### src/rtl/mips_pkg.sv
// Shared constants, state encoding and sizing helpers for the instruction fetch stage.
package mips_pkg;

    // Default datapath / address width.
    localparam int unsigned DEFAULT_WIDTH    = 32;
    // Default address of the very first fetch after reset.
    localparam logic [31:0] DEFAULT_RESET_PC = 32'h0000_0000;
    // Default number of prefetch buffer entries.
    localparam int unsigned DEFAULT_DEPTH    = 2;
    // Instruction word handed to decode while nothing has been fetched.
    localparam logic [31:0] NOP_INSTR        = 32'h0000_0000;
    // Byte distance between consecutive instructions.
    localparam int unsigned INSTR_BYTES      = 4;

    // REQ  : a request is on the bus (or is being issued this cycle).
    // DROP : the outstanding request belongs to a squashed path; its data is discarded.
    // HOLD : buffered entries plus outstanding request fill the buffer, so nothing is requested.
    typedef enum logic [1:0] {
        FS_REQ  = 2'd0,
        FS_DROP = 2'd1,
        FS_HOLD = 2'd2
    } fetch_state_e;

    // Width of a read/write pointer into a buffer of the given depth (at least one bit).
    function automatic int unsigned ptr_width(input int unsigned depth);
        return (depth > 1) ? $clog2(depth) : 1;
    endfunction

    // Width of an occupancy counter that must be able to hold the value 'depth'.
    function automatic int unsigned count_width(input int unsigned depth);
        return $clog2(depth + 1);
    endfunction

endpackage

### src/rtl/fetch_unit_prefetch_buffer.sv
// Prefetch buffer: DEPTH-entry synchronous FIFO of {instruction, pc+4} pairs with
// push, pop and flush. The head entry is shown combinationally; an empty buffer shows NOP/0.
module prefetch_buffer
    import mips_pkg::*;
#(
    parameter int unsigned WIDTH = DEFAULT_WIDTH,
    parameter int unsigned DEPTH = DEFAULT_DEPTH,
    localparam int unsigned CW   = count_width(DEPTH)
)(
    input  logic             i_clk,
    input  logic             i_rst_n,
    input  logic             i_push,
    input  logic             i_pop,
    input  logic             i_flush,
    input  logic [WIDTH-1:0] i_instr,
    input  logic [WIDTH-1:0] i_pcplus4,
    output logic [WIDTH-1:0] o_instr,
    output logic [WIDTH-1:0] o_pcplus4,
    output logic [CW-1:0]    o_count,
    output logic             o_valid
);

    localparam int unsigned     PW         = ptr_width(DEPTH);
    localparam logic [PW-1:0]   LAST_PTR   = PW'(DEPTH - 1);
    localparam logic [CW-1:0]   FULL_COUNT = CW'(DEPTH);

    logic [WIDTH-1:0] r_instr_mem [DEPTH];
    logic [WIDTH-1:0] r_pc4_mem   [DEPTH];
    logic [PW-1:0]    r_rd_ptr;
    logic [PW-1:0]    r_wr_ptr;
    logic [CW-1:0]    r_count;

    logic w_empty;
    logic w_full;
    logic w_do_push;
    logic w_do_pop;

    // Circular pointer advance; DEPTH need not be a power of two.
    function automatic logic [PW-1:0] f_ptr_inc(input logic [PW-1:0] ptr);
        return (ptr == LAST_PTR) ? '0 : ptr + PW'(1);
    endfunction

    // Qualify push/pop against occupancy; a flush overrides both.
    always_comb begin
        w_empty   = (r_count == '0);
        w_full    = (r_count == FULL_COUNT);
        w_do_pop  = i_pop && !w_empty && !i_flush;
        w_do_push = i_push && (!w_full || w_do_pop) && !i_flush;
    end

    // Pointer and occupancy bookkeeping; simultaneous push and pop leave the count unchanged.
    always_ff @(posedge i_clk or negedge i_rst_n) begin
        // NOTE: state registers use non-blocking (<=) so every flop samples pre-edge values.
        if (!i_rst_n) begin
            r_rd_ptr <= '0;
            r_wr_ptr <= '0;
            r_count  <= '0;
        end else if (i_flush) begin
            r_rd_ptr <= '0;
            r_wr_ptr <= '0;
            r_count  <= '0;
        end else begin
            if (w_do_push) begin
                r_wr_ptr <= f_ptr_inc(r_wr_ptr);
            end
            if (w_do_pop) begin
                r_rd_ptr <= f_ptr_inc(r_rd_ptr);
            end
            r_count <= r_count + CW'(w_do_push) - CW'(w_do_pop);
        end
    end

    // Entry storage write port.
    always_ff @(posedge i_clk) begin
        // NOTE: the storage arrays are deliberately not reset; an entry is only read while
        // the count says it is live, so its power-up contents are never observed.
        if (w_do_push) begin
            r_instr_mem[r_wr_ptr] <= i_instr;
            r_pc4_mem[r_wr_ptr]   <= i_pcplus4;
        end
    end

    // Head-of-buffer view; NOP and zero PC+4 when empty.
    always_comb begin
        o_valid   = !w_empty;
        o_count   = r_count;
        o_instr   = WIDTH'(NOP_INSTR);
        o_pcplus4 = '0;
        if (!w_empty) begin
            o_instr   = r_instr_mem[r_rd_ptr];
            o_pcplus4 = r_pc4_mem[r_rd_ptr];
        end
    end

endmodule

### src/rtl/fetch_unit.sv
// Instruction fetch unit: issues word-aligned requests to instruction memory, keeps
// fetched words in a small prefetch buffer, and handles decode-stage redirects.
// An outstanding request is never withdrawn: after a redirect its data is dropped.
module fetch_unit
    import mips_pkg::*;
#(
    parameter int unsigned      WIDTH    = DEFAULT_WIDTH,
    parameter logic [WIDTH-1:0] RESET_PC = WIDTH'(DEFAULT_RESET_PC),
    parameter int unsigned      DEPTH    = DEFAULT_DEPTH
)(
    input  logic             CLK,
    input  logic             rst,
    input  logic             EN,
    input  logic             PCSrcD,
    input  logic [WIDTH-1:0] PCBranchD,
    output logic             IMemReq,
    output logic [WIDTH-1:0] IMemAddr,
    input  logic             IMemAck,
    input  logic [WIDTH-1:0] IMemRdata,
    output logic [WIDTH-1:0] InstrF,
    output logic [WIDTH-1:0] PCPlus4F,
    output logic             ValidF
);

    localparam int unsigned      CW          = count_width(DEPTH);
    localparam int unsigned      CW1         = CW + 1;
    localparam logic [CW:0]      DEPTH_LIMIT = CW1'(DEPTH);
    localparam logic [WIDTH-1:0] STEP        = WIDTH'(INSTR_BYTES);
    localparam logic [WIDTH-1:0] ALIGN_MASK  = ~WIDTH'(INSTR_BYTES - 1);

    fetch_state_e     r_state;
    fetch_state_e     w_next_state;
    logic [WIDTH-1:0] r_pc;          // next address to fetch (bus address in REQ)
    logic [WIDTH-1:0] r_drop_addr;   // address of the squashed request held on the bus in DROP

    logic             w_req;
    logic             w_ack;
    logic             w_push;
    logic             w_pop;
    logic             w_buf_valid;
    logic [CW-1:0]    w_count;
    logic [CW:0]      w_count_next;
    logic [WIDTH-1:0] w_pc_plus4;
    logic [WIDTH-1:0] w_redirect_pc;

    // Handshake qualification and buffer control; a redirect suppresses both push and pop.
    always_comb begin
        w_req         = rst && (r_state != FS_HOLD);
        w_ack         = w_req && IMemAck;
        w_pop         = EN && w_buf_valid && !PCSrcD;
        w_push        = w_ack && (r_state == FS_REQ) && !PCSrcD;
        w_pc_plus4    = r_pc + STEP;
        w_redirect_pc = PCBranchD & ALIGN_MASK;
        w_count_next  = {1'b0, w_count} + CW1'(w_push) - CW1'(w_pop);
    end

    // FSM state register.
    always_ff @(posedge CLK or negedge rst) begin
        if (!rst) begin
            r_state <= FS_REQ;
        end else begin
            r_state <= w_next_state;
        end
    end

    // FSM next-state logic: redirect first, then ack/pop driven transitions.
    always_comb begin
        // NOTE: default assignment first so every path drives w_next_state and no latch is inferred.
        w_next_state = r_state;
        if (PCSrcD) begin
            w_next_state = (w_req && !w_ack) ? FS_DROP : FS_REQ;
        end else begin
            unique case (r_state)
                FS_REQ: begin
                    if (w_ack) begin
                        w_next_state = (w_count_next < DEPTH_LIMIT) ? FS_REQ : FS_HOLD;
                    end
                end
                FS_DROP: begin
                    if (w_ack) begin
                        w_next_state = FS_REQ;
                    end
                end
                FS_HOLD: begin
                    if (w_pop) begin
                        w_next_state = FS_REQ;
                    end
                end
                default: w_next_state = FS_REQ;
            endcase
        end
    end

    // Fetch PC and squashed-request address; the bus address stays put until acked.
    always_ff @(posedge CLK or negedge rst) begin
        if (!rst) begin
            r_pc        <= RESET_PC;
            r_drop_addr <= RESET_PC;
        end else if (PCSrcD) begin
            r_pc <= w_redirect_pc;
            if ((r_state == FS_REQ) && !w_ack) begin
                r_drop_addr <= r_pc;
            end
        end else if (w_push) begin
            r_pc <= w_pc_plus4;
        end
    end

    // FSM outputs: request valid outside HOLD and out of reset; address of the live request.
    always_comb begin
        IMemReq  = w_req;
        IMemAddr = (r_state == FS_DROP) ? r_drop_addr : r_pc;
        ValidF   = w_buf_valid;
    end

    prefetch_buffer #(
        .WIDTH (WIDTH),
        .DEPTH (DEPTH)
    ) u_prefetch_buffer (
        .i_clk     (CLK),
        .i_rst_n   (rst),
        .i_push    (w_push),
        .i_pop     (w_pop),
        .i_flush   (PCSrcD),
        .i_instr   (IMemRdata),
        .i_pcplus4 (w_pc_plus4),
        .o_instr   (InstrF),
        .o_pcplus4 (PCPlus4F),
        .o_count   (w_count),
        .o_valid   (w_buf_valid)
    );

endmodule

### config.mk
export PLATFORM = sky130hd
export DESIGN_NAME = fetch_unit
export DESIGN_NICKNAME = d
export VERILOG_FILES = /design/src/rtl/mips_pkg.sv /design/src/rtl/fetch_unit_prefetch_buffer.sv /design/src/rtl/fetch_unit.sv
export SDC_FILE = /design/constraint.sdc
export NUM_CORES = 1
export LEC_CHECK = 0
export CAP_MARGIN = 25
export CORE_ASPECT_RATIO = 0.75
export CORE_UTILIZATION = 28
export DETAILED_ROUTE_END_ITERATION = 6
export PLACE_DENSITY_LB_ADDON = 0.12
export REMOVE_ABC_BUFFERS = 1
export SLEW_MARGIN = 20
export SYNTH_ARGS = -nofsm -noshare
export SYNTH_HDL_FRONTEND = slang
export SYNTH_SLANG_ARGS = --single-unit
export TNS_END_PERCENT = 5
### constraint.sdc
create_clock -name CLK -period 7 [get_ports CLK]
set_input_delay 0.7 -clock CLK [delete_from_list [all_inputs] [get_ports CLK]]
set_output_delay 0.7 -clock CLK [all_outputs]
set_load 0.03 [all_outputs]
==> tab_implementation.tex <==
\begin{tabular}{lr}
\hline
Metric & Value \\
\hline
\multicolumn{2}{l}{\textbf{Status}} \\
Result of the run & complete, no violations \\
\multicolumn{2}{l}{\textbf{Power}} \\
Worst ir drop on vdd & 0.000145 V \\
Power Dens Cells & 261 nW/um\^{}2 \\
Leakage power figure & 3.89 nW \\
\multicolumn{2}{l}{\textbf{Placed design}} \\
Count of input and output buffers & 160 \\
Worst slack at placement & 3.37 ns \\
HPWL Detailed & 15.4 mm \\
Final RePlAce weighted congestion & 0.747 \\
\multicolumn{2}{l}{\textbf{Yosys}} \\
Mean cell area of the mapped netlist & 12.3 sq um \\
Part of the Yosys area used for sequential elements & 60.5\% \\
Synth async-reset ratio & 34.7\% \\
Cell count after synthesis & 723 \\
Primary FF master, synth & sky130\_fd\_sc\_hd\_\_edfxtp\_1 \\
Number of enable-type register cells in the synthesized netlist & 124 \\
Combined area of all synthesized cells & 8880 sq um \\
Leading post-synthesis cells by cell area & sky130\_fd\_sc\_hd\_\_edfxtp\_1 42\%, sky130\_fd\_sc\_hd\_\_dfrtp\_1 19\%, sky130\_fd\_sc\_hd\_\_mux2i\_1 7.2\% \\
Post-synth cell types & 50 \\
Proportion of netlist area held by the largest area contributor & 41.9\% \\
Cell type with the largest total area after synthesis & sky130\_fd\_sc\_hd\_\_edfxtp\_1 \\
Yosys Warn Count & 0 \\
Flop and latch count out of synthesis & 190 \\
\multicolumn{2}{l}{\textbf{GRT}} \\
Largest net degree at the start of global routing & 63 \\
Remaining Overflow, GRT & 0 \\
Global-route wire length before repair & 35.6 mm \\
Overall Global Routing Usage & 14.8\% \\
Antenna violations before repair & 0 \\
Vias in the first global route & 5630 \\
\multicolumn{2}{l}{\textbf{Cells and area}} \\
Filler instances & 3072 \\
Fraction of final layout cells with drive strength greater than 1 & 12.3\% \\
Final Util & 36.5\% \\
Area growth syn-to-layout & 28.6\% \\
Total Nets Final & 930 \\
ANT cells & 0 \\
\multicolumn{2}{l}{\textbf{Worst setup path}} \\
Critical path type & flip-flop to output port \\
Startpoint type of the worst setup path & flip-flop \\
Maximum fanout encountered on the critical timing path & 34 \\
Worst reg-to-reg setup slack & 3.97 ns \\
RR Startpoint & u\_prefetch\_buffer.o\_count[1] \\
Worst flop-to-flop path endpoint & r\_state[1] \\
Setup crit end kind & output port \\
FF-to-FF path depth & 11 \\
Critical path data required time & 6.30 ns \\
Worst Path Arrival & 2.94 ns \\
\multicolumn{2}{l}{\textbf{Drt}} \\
Final wirelength & 23.5 mm \\
Number of nets with antenna violations after routing & 0 \\
Average detailed-routed wire length per instance & 18.4 um \\
Mean number of vias per cell & 4.65 \\
Count of unresolved DRC violations after routing & 0 \\
Detailed-route via count & 5925 \\
DR pass1 iterations & 4 \\
Initial DRC Count & 233 \\
\multicolumn{2}{l}{\textbf{Floorplanning}} \\
Starting Density & 28.4\% \\
Placeable core region & 31300 sq um \\
DIE HEIGHT & 156 um \\
Area of the die & 32400 sq um \\
Row count & 56 \\
Horiz. Die Dim & 208 um \\
I/O pin total & 167 \\
\multicolumn{2}{l}{\textbf{Clocking}} \\
Max Buffers Root-to-Sink & 2 \\
Number of buffers created by CTS & 17 \\
CTS resizes & 0 \\
Number of sinks on the clock net & 190 \\
Root buffer cell & sky130\_fd\_sc\_hd\_\_clkbuf\_16 \\
CTS tree & yes \\
Clock Latency Late Sink & 0.44 ns \\
Post-CTS Hold Fix Bufs & 0 \\
Post-CTS Setup Bufs & 0 \\
Clock slew at reported path FFs & 0.08 ns \\
Level count of the clock H-tree & 4 \\
\multicolumn{2}{l}{\textbf{STA}} \\
Final Hold Fails & 0 \\
Setup repair after global routing missed its margin & false \\
Final critical-path setup slack & 3.36 ns \\
Worst max-slew margin expressed relative to the limit & 33.2\% \\
Period minus WS final & 3.64 ns \\
Final-report max-slew violation count & 0 \\
Maximum achievable frequency & 0.275 GHz \\
Period utilization & 51.9\% \\
Setup TNS & 0 ns \\
Worst clock skew & 0.00972 ns \\
Measured slew at the worst slew-check pin & 1.00 ns \\
Setup violators final & 0 \\
\multicolumn{2}{l}{\textbf{Flow run}} \\
Max-cap violation count & 0 \\
\multicolumn{2}{l}{\textbf{Hold path}} \\
Path type of the worst min-delay path & primary input to async pin \\
\hline
\end{tabular}
## stage by stage
stage / cell area, sq um / power (mW) / std cells / hold WS, ns
global route: 11400 / 3.13 / 1275 / 0.145
floorplan: 8620 / 1.76 / 666 / 0.404
finish: 11400 / 2.98 / 1275 / 0.153
CTS: 11400 / 3.03 / 1275 / 0.138
global placement: 10800 / 2.06 / 1242 / 0.463
detailed placement: 10800 / 2.06 / 1243 / 0.476
## flip-flops by register name, indices dropped and copies added (netlist names)
signal,flops
u_prefetch_buffer.r_instr_mem,64
u_prefetch_buffer.r_rd_ptr,1
u_prefetch_buffer.o_count,2
r_pc,30
u_prefetch_buffer.r_wr_ptr,1
r_state,2
r_drop_addr,30
u_prefetch_buffer.r_pc4_mem,60
## cell usage after synthesis (all sizes together), types with 12 or more instances
cell type	instances
edfxtp	124
nor2	103
dfrtp	66
mux2i	64
mux2	54
nand2	46
clkbuf	33
buf	27
xnor2	27
o21ai	25
nand3	18
nand4	17
xor2	16
nor3	12
## layer usage
layer | wire (um) | share of wire (%) | GRT usage [%] | up-vias
met3 | 917 | 3.9 | 3.19 | 11
li1 | - | - | - | 2855
met4 | 198 | 0.84 | 3.92 | 0
met1 | 12500 | 53 | 22.5 | 2926
met2 | 9910 | 42 | 21.1 | 133
met5 | 0 | 0 | 0 | -
## cell type report
cell class              instances  area [sq um]  share of cell area, %
flip-flops and latches        190          5380                   47.1
multi-input cells             467          3240                   28.4
repair buffers                171          1690                   14.8
well taps                     406           508                   4.45
clock buffers                  21           482                   4.22
clock inverters                11          93.8                  0.822
inverters                       9          33.8                  0.296
## cells in the final DEF, fill, tap and decap left out, types with 2 or more instances in the layout
cell type	netlist	final
sky130_fd_sc_hd__xnor2_1	27	27
sky130_fd_sc_hd__a21oi_1	6	6
sky130_fd_sc_hd__nand2_1	46	46
sky130_fd_sc_hd__conb_1	1	4
sky130_fd_sc_hd__and3_1	2	2
sky130_fd_sc_hd__mux2_2	54	54
sky130_fd_sc_hd__clkbuf_16	0	18
sky130_fd_sc_hd__and4_1	4	4
sky130_fd_sc_hd__a31oi_1	9	9
sky130_fd_sc_hd__nor2_4	0	2
sky130_fd_sc_hd__nor4_1	7	7
sky130_fd_sc_hd__inv_1	9	9
sky130_fd_sc_hd__nor3_1	12	11
sky130_fd_sc_hd__inv_8	0	2
sky130_fd_sc_hd__nor2_1	103	101
sky130_fd_sc_hd__nand2b_1	2	2
sky130_fd_sc_hd__a2bb2oi_1	2	2
sky130_fd_sc_hd__dfrtp_1	66	65
sky130_fd_sc_hd__nand3b_1	2	2
sky130_fd_sc_hd__o31ai_1	6	6
sky130_fd_sc_hd__xor2_1	16	16
sky130_fd_sc_hd__buf_4	4	10
sky130_fd_sc_hd__or3_1	7	7
sky130_fd_sc_hd__nand3_1	17	17
sky130_fd_sc_hd__nor2b_1	4	4
sky130_fd_sc_hd__clkbuf_8	0	2
sky130_fd_sc_hd__or4_1	7	7
sky130_fd_sc_hd__a211o_1	2	2
sky130_fd_sc_hd__a311o_1	2	2
sky130_fd_sc_hd__edfxtp_1	124	124
sky130_fd_sc_hd__clkdlybuf4s50_1	0	158
sky130_fd_sc_hd__clkinvlp_4	0	3
sky130_fd_sc_hd__a22oi_1	2	2
sky130_fd_sc_hd__mux2i_1	64	64
sky130_fd_sc_hd__nand4_1	16	16
sky130_fd_sc_hd__inv_6	0	5
sky130_fd_sc_hd__buf_2	12	2
sky130_fd_sc_hd__ha_1	4	4
sky130_fd_sc_hd__o21ai_0	25	25
## how the worst max path moves through the flow
stage	from	end	slack, ns	depth (start not counted)
6_report	u_prefetch_buffer.r_rd_ptr	PCPlus4F[24]	3.36	4
5_1_grt	u_prefetch_buffer.r_rd_ptr	InstrF[13]	3.16	4
4_1_cts	u_prefetch_buffer.r_rd_ptr	PCPlus4F[24]	3.22	4
3_5_place_dp	PCSrcD	r_state[1]	3.37	11
3_3_place_gp	PCSrcD	r_state[1]	3.37	11
2_1_floorplan	rst	u_prefetch_buffer.r_instr_mem[0][0]	0.53	3
## critical path, stage by stage, from the launching register on
cell	delay [ns]
sky130_fd_sc_hd__dfrtp_4	0.81
sky130_fd_sc_hd__buf_4	0.62
sky130_fd_sc_hd__mux2i_1	0.15
sky130_fd_sc_hd__nor2_1	0.14
sky130_fd_sc_hd__clkdlybuf4s50_1	0.72
## cell families after synthesis
| group | Yosys count | synth area share, % |
|---|---|---|
| adders and majority gates | 5 | 0.789 |
| buffers and inverters | 69 | 3.37 |
| AOI/OAI and AO/OA | 59 | 4.17 |
| DFF | 190 | 60.5 |
| xor gates and xnor gates | 43 | 4.24 |
| and+or+nand+nor | 238 | 12.8 |
| muxes | 118 | 14.1 |
| other | 1 | 0.0422 |
## power by group
part           leakage [nW]  total (mW)  switching (mW)  internal, mW
clock network         0.276       0.956           0.450         0.505
registers              1.90        1.37          0.0799          1.29
logic                  1.71       0.660           0.371         0.289
Power figures use the tool's default switching activity.
==> RTL change 1 (config.mk and constraints unchanged) <==
The package constant `DEFAULT_WIDTH` goes from 32 to 48.
--- a/src/rtl/mips_pkg.sv
+++ b/src/rtl/mips_pkg.sv
@@ -3,5 +3,5 @@
 
     // Default datapath / address width.
-    localparam int unsigned DEFAULT_WIDTH    = 32;
+    localparam int unsigned DEFAULT_WIDTH    = 48;
     // Default address of the very first fetch after reset.
     localparam logic [31:0] DEFAULT_RESET_PC = 32'h0000_0000;
Interface: changed (5 resized); port bits go from 167 to 247. The function was not compared with the original's and may differ.
==> RTL change 1 against the original RTL <==
Critical path depth up 2; wire length up 55%; final area is 51% higher; sequential cell count up 96; non-clock buffer count grew 87; setup slack worse by 0.35 ns; total power is 59% higher; via count increased by 45%; clock power up 81%; register-to-register slack lost 0.06 ns; synthesized area up 48%; largest cell class unchanged.
==> RTL change 1: results (changes against the original RTL) <==
- Post-synth top cells: edfxtp_1 (188), nor2_1 (127), dfrtp_1 (98), mux2i_1 (95), nand2_1 (84)
- Share of cells above drive strength 1: 12.8% (+0.53 points)
- Top Registers: u_prefetch_buffer.r_instr_mem: 96 flops, u_prefetch_buffer.r_pc4_mem: 92 flops
- M3 GR Usage: 3.30% (+0.11 points)
- Cell count after placement: 1854 (+49%)
- Vias in the first global route: 8808 (+56%)
- Pre-CTS WS: 2.96 ns (-0.405 ns)
- Reg clk slew, reported paths: 0.06 ns (-0.02 ns)
- Worst-Margin Slew: 1.02 ns (+0.0135 ns)
- Comb pwr share: 20.2% (-1.9 points)
- Post-synthesis cell count: 1045 (+45%)
- Final Wtd Congestion: 0.720 (-3.7%)
- CP max FO: 36 (+5.9%)
- Clk pwr: 1730 µW (+81%)
- EDFF count, synth: 188 (+52%)
- Hpwl dp: 24200 µm (+58%)
- Post-layout nets: 1367 (+47%)
- Static Leak: 0.00593 µW (+53%)
- Port bufs: 240 (+50%)
- Post-synth cell types: 46 (-8.0%)
- Largest net degree at the start of global routing: 65 (+3.2%)
- Status: complete, no violations
- Worst Skew: 0.0202 ns (+0.0104 ns)
- GR Util met1: 21.6% (-0.83 points)
- Tot GR Track Use: 15.3% (+0.50 points)
- Max clock buf depth: 3 (+1)
- Arrival time at the worst endpoint: 3.28 ns (+0.34 ns)
- DP Area: 16200 µm² (+49%)
- H-tree levels: 2 (-2)
- Cell Int Power: 3380 µW (+62%)
- Via density: 4.49 (-3.3%)
- Synth area leaders: edfxtp_1 (43%), dfrtp_1 (19%), mux2i_1 (7.2%)
- Worst vdd ir: 0.000126 V (-13%)
- Met2 GRT Util: 24.0% (+2.9 points)
RTL change 1: final timing paths:
path                                              end  slack (ns)                    startpoint
setup / recovery                         IMemAddr[39]        3.02                    r_state[0]
hold / removal                        r_drop_addr[18]        0.18                           rst
setup reg to reg                           r_state[1]        3.91  u_prefetch_buffer.o_count[1]
hold reg to reg                        r_drop_addr[6]        0.48                r_drop_addr[6]
max in group asynchronous  u_prefetch_buffer.r_rd_ptr        5.40                           rst
min in group CLK                       r_drop_addr[6]        0.48                r_drop_addr[6]
RTL change 1: cell families after synthesis:
family	after synthesis	synth area share, %
simple gates	327	12.0
flops	286	61.6
mux	175	14.1
buf+inv	92	3.06
xor+xnor	88	5.86
compound gates	71	2.90
fa+ha+maj	5	0.533
other cells	1	0.0285
RTL change 1: stage by stage:
| stage | setup TNS [ns] | total power, µW | hold WS, ns | util [%] |
|---|---|---|---|---|
| floorplan | -94.34 | 2630 | 0.404 | - |
| global placement | 0 | 3040 | 0.464 | 35.0 |
| detailed placement | 0 | 3050 | 0.470 | 35.0 |
| CTS | 0 | 4810 | 0.174 | 37.3 |
| global route | 0 | 4950 | 0.197 | 37.4 |
| finish | 0 | 4730 | 0.181 | 37.4 |
RTL change 1: metal layers:
layer,share of wire (%),wire (µm),vias to the layer above
met3,4.3,1570,47
met5,0,0,-
met2,45,16400,163
met4,1.7,629,0
li1,-,-,4162
met1,49,17800,4234
RTL change 1: layout make-up:
| class | instances | share of cell area [%] |
|---|---|---|
| clock buffer | 49 | 5.61 |
| multi-input combinational | 670 | 27.3 |
| sequential | 286 | 46.9 |
| tap | 630 | 4.57 |
| inverter | 11 | 0.239 |
| clock inverter | 11 | 0.602 |
| timing repair buffer | 258 | 14.8 |
==> RTL change 2 (same settings) <==
Made on the original files. Compare `r_count` against `FULL_COUNT` with >= in place of ==.
--- a/src/rtl/fetch_unit_prefetch_buffer.sv
+++ b/src/rtl/fetch_unit_prefetch_buffer.sv
@@ -44,5 +44,5 @@
     always_comb begin
         w_empty   = (r_count == '0);
-        w_full    = (r_count == FULL_COUNT);
+        w_full    = (r_count >= FULL_COUNT);
         w_do_pop  = i_pop && !w_empty && !i_flush;
         w_do_push = i_push && (!w_full || w_do_pop) && !i_flush;
Function: same outputs for any inputs over 4 cycles, from zero or initial values and one cycle with rst low; that may be too few to reach the edited logic, so the function may still have changed.
==> RTL change 2 against the original RTL <==
Count of clock-buffer cells in the layout down 3; clock skew fell by 0.0012 ns; setup slack worse by 0.064 ns; final area up 0.15%; via count down 5.5%; synthesized area did not move; synthesized cell count decreased by 3.3%; critical path depth stayed put; total power fell by 0.55%; wire length is 5.0% lower; first-iteration DRC count up 29%; sequential cell count unchanged; cell count shrank 1.6%.
==> RTL change 2: results (changes against the original RTL) <==
- Status: complete, no violations
- Pre-Repair DR Iteration Count: 5 (+1)
- Ys async rst share: 34.7% (unchanged)
- DR iter-0 viols: 301 (+29%)
- Tot GR Track Use: 14.2% (-0.60 points)
- Reg-to-reg endpoint: u_prefetch_buffer.r_pc4_mem[0][28]
- Final Wtd Congestion: 0.730 (-2.3%)
- Min Hold Slack: 0.0790 ns (-0.0742 ns)
- Static Leak: 0.00396 µW (+1.8%)
- Worst Skew: 0.00849 ns (-0.00123 ns)
- Final clock-cell share: 5.00% (-0.041 points)
- P_sw: 869 µW (-3.5%)
- CP max FO: 43 (+26%)
- Post-synth cell types: 46 (-8.0%)
- Slew headroom: 35.7% (+2.5 points)
- Reg2reg start: r_pc[2]
- Cell count after placement: 1221 (-1.8%)
- Post-synth top cells: edfxtp_1 (124), nor2_1 (82), dfrtp_1 (66), mux2i_1 (64), nand2_1 (57)
- Reg2Reg Depth: 6 (-5)
- Power share of the clock group: 32.5% (+0.5 points)
- Average wire per standard cell: 17.8 µm (-3.5%)
- Clk pwr: 963 µW (+0.7%)
- Layout area overhead: 28.8%
- Post-layout nets: 909 (-2.3%)
- XOR/XNOR Fraction of Synth Area: 5.92% (+1.7 points)
- Post-synthesis compound-gate area fraction: 2.51% (-1.7 points)
- Largest net degree at the start of global routing: 74 (+17%)
- Hpwl dp: 14600 µm (-5.2%)
- # clk buffers: 18 (-14%)
- Mapped Area: 8880 µm² (unchanged)
- Vias in the first global route: 5643 (+0.23%)
- Fillers: 3094 (+0.72%)
- EDFF count, synth: 124 (unchanged)
- First-pass GRT wire length: 34600 µm (-2.8%)
- Sequential cell area share: 47.0% (-0.072 points)
- Via density: 4.47 (-3.9%)
- Post-Route WL: 22300 µm (-5.0%)
- Buffering overhead: 14.9% (+0.17 points)
- DP Area: 10800 µm² (about the same)
- Flop2flop setup slack: 4.26 ns (+0.29 ns)
- Pre-CTS WS: 3.55 ns (+0.189 ns)
- Arrival time at the worst endpoint: 3.00 ns (+0.06 ns)
- H-tree levels: 4 (unchanged)
- Main synth FF type: edfxtp_1
- Synth area leaders: edfxtp_1 (42%), dfrtp_1 (19%), mux2i_1 (7.2%)
- Port bufs: 160 (unchanged)
- Max incr delay on CP: 0.72 ns (-0.09 ns)
- Nonclk inv count: 7 (-2)
- Slowest CP cell: buf_4
- Fraction of area in multi-input gates: 28.4% (about the same)
- Post-synthesis cell count: 699 (-3.3%)
- Comb_multi_in: 448 (-4.1%)
==> RTL change 2: metal layers <==
metal  vias up  wire (µm)  global-route usage (%)
met4         0        177                    3.28
met5         -          0                       0
met3        11        993                    3.15
met1      2738      11400                    20.7
li1       2735          -                       -
met2       118       9790                    21.5
==> RTL change 2: worst max path at each step <==
stage                                     startpoint                                   end  slack [ns]
after floorplan                              IMemAck   u_prefetch_buffer.r_instr_mem[0][0]        2.14
after global placement                       IMemAck  u_prefetch_buffer.r_instr_mem[1][13]        3.55
after detailed placement                     IMemAck   u_prefetch_buffer.r_instr_mem[1][0]        3.55
after CTS                 u_prefetch_buffer.r_rd_ptr                          PCPlus4F[17]        3.12
after global routing      u_prefetch_buffer.r_rd_ptr                          PCPlus4F[17]        3.05
final                     u_prefetch_buffer.r_rd_ptr                          PCPlus4F[17]        3.30
